File: src/rtl/md_pkg.sv
// Shared definitions for the RV32M multiply/divide unit: op codes, FSM encoding, widths.
package md_pkg;

  localparam int MD_XLEN  = 32;
  localparam int MD_CNT_W = 5;

  localparam logic [2:0] MD_MUL    = 3'b000;
  localparam logic [2:0] MD_MULH   = 3'b001;
  localparam logic [2:0] MD_MULHSU = 3'b010;
  localparam logic [2:0] MD_MULHU  = 3'b011;
  localparam logic [2:0] MD_DIV    = 3'b100;
  localparam logic [2:0] MD_DIVU   = 3'b101;
  localparam logic [2:0] MD_REM    = 3'b110;
  localparam logic [2:0] MD_REMU   = 3'b111;

  typedef enum logic [1:0] {
    ST_IDLE = 2'd0,
    ST_CALC = 2'd1,
    ST_DONE = 2'd2
  } md_state_e;

endpackage

File: src/rtl/md_sign_fix.sv
// Sign handling for md_unit: operand magnitudes/sign flags on the way in,
// sign correction and result-half selection on the way out.
module md_sign_fix
  import md_pkg::*;
(
  input  logic [2:0]           op_funct3,
  input  logic [MD_XLEN-1:0]   op_a,
  input  logic [MD_XLEN-1:0]   op_b,
  output logic [MD_XLEN-1:0]   mag_a,
  output logic [MD_XLEN-1:0]   mag_b,
  output logic                 sign_a,
  output logic                 sign_b,
  input  logic [2:0]           fin_funct3,
  input  logic [2*MD_XLEN-1:0] raw,
  input  logic                 neg_a,
  input  logic                 neg_b,
  output logic [MD_XLEN-1:0]   fixed
);

  logic                 signed_a;
  logic                 signed_b;
  logic [2*MD_XLEN-1:0] prod;
  logic [MD_XLEN-1:0]   quo;
  logic [MD_XLEN-1:0]   rem;

  // Which operands are interpreted as signed for the captured op
  always_comb begin
    signed_a = 1'b0;
    signed_b = 1'b0;
    case (op_funct3)
      MD_MUL, MD_MULH, MD_DIV, MD_REM: begin
        signed_a = 1'b1;
        signed_b = 1'b1;
      end
      MD_MULHSU: begin
        signed_a = 1'b1;
        signed_b = 1'b0;
      end
      default: begin
        signed_a = 1'b0;
        signed_b = 1'b0;
      end
    endcase
  end

  assign sign_a = signed_a & op_a[MD_XLEN-1];
  assign sign_b = signed_b & op_b[MD_XLEN-1];
  assign mag_a  = sign_a ? (~op_a + 32'd1) : op_a;
  assign mag_b  = sign_b ? (~op_b + 32'd1) : op_b;

  // Quotient/product take the XOR sign; the remainder follows the dividend
  always_comb begin
    prod  = (neg_a ^ neg_b) ? (~raw + 64'd1) : raw;
    quo   = (neg_a ^ neg_b) ? (~raw[31:0] + 32'd1) : raw[31:0];
    rem   = neg_a ? (~raw[63:32] + 32'd1) : raw[63:32];
    fixed = 32'd0;
    case (fin_funct3)
      MD_MUL:                        fixed = prod[31:0];
      MD_MULH, MD_MULHSU, MD_MULHU:  fixed = prod[63:32];
      MD_DIV, MD_DIVU:               fixed = quo;
      MD_REM, MD_REMU:               fixed = rem;
      default:                       fixed = 32'd0;
    endcase
  end

endmodule

File: src/rtl/md_unit.sv
// Iterative RV32M multiply/divide unit: radix-2 shift-add multiply and
// restoring divide on magnitudes, 32 steps, with divide-by-zero/overflow fast path.
module md_unit
  import md_pkg::*;
#(
  parameter int XLEN  = MD_XLEN,
  parameter int CNT_W = MD_CNT_W
) (
  input  logic            clk,
  input  logic            rst,
  input  logic            start,
  input  logic [2:0]      funct3,
  input  logic [XLEN-1:0] op_a,
  input  logic [XLEN-1:0] op_b,
  input  logic [4:0]      rd_in,
  output logic            busy,
  output logic            done,
  output logic [XLEN-1:0] result,
  output logic [4:0]      rd_out
);

  md_state_e          state;
  logic [2:0]         f3;
  logic [XLEN-1:0]    mag_a;
  logic [XLEN-1:0]    mag_b;
  logic               neg_a;
  logic               neg_b;
  logic [2*XLEN-1:0]  acc;
  logic [2*XLEN-1:0]  acc_next;
  logic [CNT_W-1:0]   counter;

  logic [XLEN-1:0]    cap_mag_a;
  logic [XLEN-1:0]    cap_mag_b;
  logic               cap_sign_a;
  logic               cap_sign_b;
  logic [XLEN-1:0]    fin_result;

  logic               fast;
  logic [XLEN-1:0]    fast_val;
  logic [XLEN:0]      sum;
  logic [XLEN:0]      rem_sh;
  logic               rem_ge;
  logic [XLEN-1:0]    rem_sub;

  md_sign_fix u_sign_fix (
    .op_funct3  (funct3),
    .op_a       (op_a),
    .op_b       (op_b),
    .mag_a      (cap_mag_a),
    .mag_b      (cap_mag_b),
    .sign_a     (cap_sign_a),
    .sign_b     (cap_sign_b),
    .fin_funct3 (f3),
    .raw        (acc_next),
    .neg_a      (neg_a),
    .neg_b      (neg_b),
    .fixed      (fin_result)
  );

  // Divide-by-zero and signed-overflow results are known without iterating
  always_comb begin
    fast     = 1'b0;
    fast_val = 32'd0;
    if (funct3[2]) begin
      if (op_b == 32'd0) begin
        fast     = 1'b1;
        fast_val = funct3[1] ? op_a : 32'hFFFF_FFFF;
      end else if (!funct3[0] && (op_a == 32'h8000_0000) && (op_b == 32'hFFFF_FFFF)) begin
        fast     = 1'b1;
        fast_val = funct3[1] ? 32'd0 : 32'h8000_0000;
      end else begin
        fast     = 1'b0;
        fast_val = 32'd0;
      end
    end else begin
      fast     = 1'b0;
      fast_val = 32'd0;
    end
  end

  // One radix-2 step; acc holds {hi, lo} = product or {remainder, quotient}
  always_comb begin
    sum     = {1'b0, acc[63:32]} + {1'b0, mag_a};
    rem_sh  = {acc[63:32], acc[31]};
    rem_ge  = (rem_sh >= {1'b0, mag_b});
    rem_sub = rem_sh[31:0] - mag_b;
    if (f3[2]) begin
      acc_next = rem_ge ? {rem_sub, acc[30:0], 1'b1} : {rem_sh[31:0], acc[30:0], 1'b0};
    end else begin
      acc_next = acc[0] ? {sum, acc[31:1]} : {1'b0, acc[63:1]};
    end
  end

  // Control FSM with registered outputs
  always_ff @(posedge clk or posedge rst) begin
    if (rst) begin
      state   <= ST_IDLE;
      busy    <= 1'b0;
      done    <= 1'b0;
      result  <= 32'd0;
      rd_out  <= 5'd0;
      f3      <= 3'd0;
      mag_a   <= 32'd0;
      mag_b   <= 32'd0;
      neg_a   <= 1'b0;
      neg_b   <= 1'b0;
      acc     <= 64'd0;
      counter <= {CNT_W{1'b0}};
    end else begin
      case (state)
        ST_IDLE: begin
          done <= 1'b0;
          if (start) begin
            f3      <= funct3;
            rd_out  <= rd_in;
            mag_a   <= cap_mag_a;
            mag_b   <= cap_mag_b;
            neg_a   <= cap_sign_a;
            neg_b   <= cap_sign_b;
            counter <= {CNT_W{1'b0}};
            busy    <= 1'b1;
            acc     <= funct3[2] ? {32'd0, cap_mag_a} : {32'd0, cap_mag_b};
            if (fast) begin
              result <= fast_val;
              done   <= 1'b1;
              state  <= ST_DONE;
            end else begin
              state  <= ST_CALC;
            end
          end
        end
        ST_CALC: begin
          acc     <= acc_next;
          counter <= counter + {{(CNT_W-1){1'b0}}, 1'b1};
          if (counter == {CNT_W{1'b1}}) begin
            result <= fin_result;
            done   <= 1'b1;
            state  <= ST_DONE;
          end
        end
        ST_DONE: begin
          done  <= 1'b0;
          busy  <= 1'b0;
          state <= ST_IDLE;
        end
        default: begin
          done  <= 1'b0;
          busy  <= 1'b0;
          state <= ST_IDLE;
        end
      endcase
    end
  end

endmodule

File: config.mk
export PLATFORM = sky130hd
export DESIGN_NAME = md_unit
export DESIGN_NICKNAME = d
export VERILOG_FILES = /design/src/rtl/md_pkg.sv /design/src/rtl/md_sign_fix.sv /design/src/rtl/md_unit.sv
export SDC_FILE = /design/constraint.sdc
export NUM_CORES = 1
export LEC_CHECK = 0
export ABC_CLOCK_PERIOD_IN_PS = 13800
export BUFFER_PORTS_ARGS = -buffer_cell sky130_fd_sc_hd__buf_2
export CORE_MARGIN = 5
export CORE_UTILIZATION = 35
export CTS_BUF_LIST = sky130_fd_sc_hd__clkbuf_8
export CTS_CLUSTER_DIAMETER = 150
export DETAILED_ROUTE_END_ITERATION = 7
export GPL_ROUTABILITY_DRIVEN = 0
export SLEW_MARGIN = 20
export SYNTH_ARGS = -nofsm -noshare
export SYNTH_HDL_FRONTEND = slang
export SYNTH_SLANG_ARGS = --single-unit
File: constraint.sdc
create_clock -name clk -period 13.8 [get_ports clk]
set_input_delay 1.38 -clock clk [delete_from_list [all_inputs] [get_ports clk]]
set_output_delay 1.38 -clock clk [all_outputs]
set_load 0.05 [all_outputs]
==> impl_metrics.csv <==
group,metric,value,unit
final_layout,area_growth,7.96,%
yosys,synth_top_cells_by_count,"nand2_1 (295), o21ai_0 (248), a21oi_1 (187), dfrtp_1 (179), nor2_1 (172)",
timing,relSlewSlack,29.9,%
yosys,synth.top_cell.area_share,25.9,%
floorplanning,core-area,49000,sq um
yosys,synthFlopType,"dfrtp_1",
cts,cts_tree,"done",
drt,num_vias,18600,
floorplanning,die-area,54000,sq um
setup_path,crit_end,"result[18]",
timing,hold_viol,0,
floorplanning,die_w,232,um
hold_path,whs_path_depth,2,
drt,wire_per_inst,24.4,um
yosys,avgSynthCellArea,7.64,sq um
yosys,ys_types,108,
setup_path,crit_fanout,40,
timing,finalSetupViolations,0,
setup_path,crit_path_top_delay_cell,"o21ai_4",
yosys,synth_edf_count,0,
setup_path,cp_num_buf_inv,2,
yosys,yosysSeqAreaShare,25.9,%
floorplanning,num_rows,81,
job,drv_cap,0,
grt,grt_pass1_vias,17000,
drt,viasPerCell,6.28,
placed_design,dp_hpwl,55900,um
setup_path,regToRegStartpoint,"acc[51]",
grt,grt_use_total,25.7,%
grt,grt_max_degree,131,
setup_path,crit_path_start_kind,"input pin",
yosys,synth_top_cell_by_area,"dfrtp_1",
setup_path,worstPathArrival,5770,ps
grt,antenna_found_initial,0,
placed_design,io_buffers,113,
timing,max_freq,0.186,GHz
final_layout,fillers,5088,
final_layout,drive_above_1_share,11.0,%
cts,post_cts_buffers,0,
timing,fin_crit_sh,38.9,%
timing,min_period,5360,ps
setup_path,reg2reg_slack,8510,ps
floorplanning,dieHeight,232,um
setup_path,cp_num_cells,15,
grt,overflow,0,
timing,final_max_slew_viol_count,0,
final_layout,nNetsFinal,2434,
yosys,synth_area_leaders,"dfrtp_1 (26%), o21ai_0 (7.2%), nand2_1 (6.4%)",
yosys,syn-instance-count,2268,
run_status,status,"finished clean",
setup_path,critPathKind,"input pin to flop",
cts,htree_levels,4,
cts,cts.sinks,179,
floorplanning,start_util,35.4,%
cts,ctsRootBufferMaster,"clkbuf_8",
cts,max-clock-path-buffers,2,
setup_path,required,14210,ps
yosys,synth_area,17300,sq um
cts,clk_latency,530,ps
yosys,ys_warn_count,0,
yosys,synth.most_common_cell,"nand2_1",
final_layout,antenna_cells,0,
drt,drt_iter0_markers,2485,
yosys,async_reset_ff_share,100,%
hold_path,holdCritPathClass,"flop to flop",
cts,cts.clk_slew.worst_paths,100,ps
timing,fin_tns_setup,0,ps
setup_path,crit_family,"simple AND/OR/NAND/NOR gates",
cts,cts.repair.resized,0,
cts,cts-buffers-inserted,17,
setup_path,cp-startpoint,"op_a[5]",
timing,fin_skew,31.5,ps
drt,drt-pass1-iter-count,6,
drt,routed_wl,72300,um
setup_path,max_stage_delay,660,ps
setup_path,cp_common_cell,"nor4_1",
drt,ant_nets,0,
floorplanning,io_pins,114,
timing,rsz0062_at_grt,"no",
drt,drcViolationCount,0,
yosys,synth_nets,2415,
timing,timing.hold.ws,490,ps
grt,grt_pass1_wl,107000,um
cts,cts-hold-fix-buffers,0,
setup_path,cp-end-kind,"flop",
setup_path,r2r_cells,15,
setup_path,reg2reg_to,"result[26]",
yosys,synth-seq-cells,179,
timing,worst_pin_slew,1050,ps
setup_path,crit_chain,"buf_2, nor4_1, nand2_1, or2_2, nor4_2, nand4_1, nor4_1, o21ai_1, o21ai_4, buf_4, and3_1, nand3b_1, a31oi_1, a32oi_1, o22a_1",
-- how the worst min path moves through the flow --
stage                     startpoint    endpoint  slack [ps]
after floorplan           counter[3]  counter[3]         450
after global placement     rd_out[0]   rd_out[0]         460
after detailed placement   rd_out[3]   rd_out[3]         460
after CTS                  rd_out[3]   rd_out[3]         490
after global routing       rd_out[3]   rd_out[3]         500
final                      mag_b[18]   mag_b[18]         490
-- layout make-up --
cell class / instances / area (sq um) / area share, %
clock buffers: 17 / 234 / 1.25
clock inverters: 14 / 140 / 0.749
inverters: 73 / 282 / 1.51
multi-input cells: 1875 / 12000 / 63.9
flip-flops and latches: 179 / 4480 / 24.0
well taps: 664 / 831 / 4.44
repair buffers: 141 / 776 / 4.15
-- registers in the layout, indices dropped and copies added (netlist names) --
signal	count
acc	64
busy	1
counter	5
done	1
f3	3
mag_a	32
mag_b	32
neg_a	1
neg_b	1
rd_out	5
result	32
state	2
-- layer usage --
metal / vias to the layer above / routed length (um) / global-route usage, % / part of all wire (%)
li1: 8375 / - / - / -
met1: 8905 / 30400 / 35.7 / 42
met2: 1132 / 31000 / 38.9 / 43
met3: 203 / 6710 / 4.56 / 9.3
met4: 0 / 4170 / 12.1 / 5.8
met5: - / 0 / 0 / 0
-- cells in the final DEF, fill, tap and decap left out, types with 35 or more instances in the layout --
| cell type | netlist | final |
|---|---|---|
| xnor2_1 | 76 | 75 |
| a21oi_1 | 187 | 187 |
| nor3_1 | 50 | 50 |
| mux2i_1 | 68 | 68 |
| nand2_1 | 295 | 294 |
| o211ai_1 | 38 | 38 |
| a31oi_1 | 42 | 42 |
| inv_1 | 73 | 72 |
| buf_2 | 28 | 113 |
| ha_1 | 70 | 70 |
| nand3_1 | 71 | 71 |
| dfrtp_1 | 179 | 178 |
| xor2_1 | 78 | 78 |
| nor2_1 | 172 | 172 |
| o21ai_0 | 248 | 248 |
| nand4_1 | 35 | 35 |
-- worst min-delay path, delay by kind of cell (launching register included) --
kind	cells	cell delay, ps
AND/OR/NAND/NOR	1	50
AO/OA/AOI/OAI	1	60
flip-flops	1	350
-- per-stage QoR --
stage	area [sq um]	worst slack, ps	utilization, %	std cells
detailed placement	18300	8010	37.4	2932
global placement	18300	8130	37.4	2932
finish	18700	8440	38.2	2963
CTS	18700	8580	38.2	2963
floorplan	17300	7560	-	2268
global route	18700	8140	38.2	2963
-- kinds of logic after synthesis --
kind of cell,after synthesis,synth area share [%]
AOI/OAI and AO/OA,802,30.0
and+or+nand+nor,772,21.3
buffers and inverters,214,5.37
DFF,179,25.9
xor gates and xnor gates,154,7.79
muxes,75,4.38
adders and majority gates,72,5.29
Power is left out: the tool's default activity adds up to more than one toggle a clock period on the data nets, which glitch-free logic cannot reach.
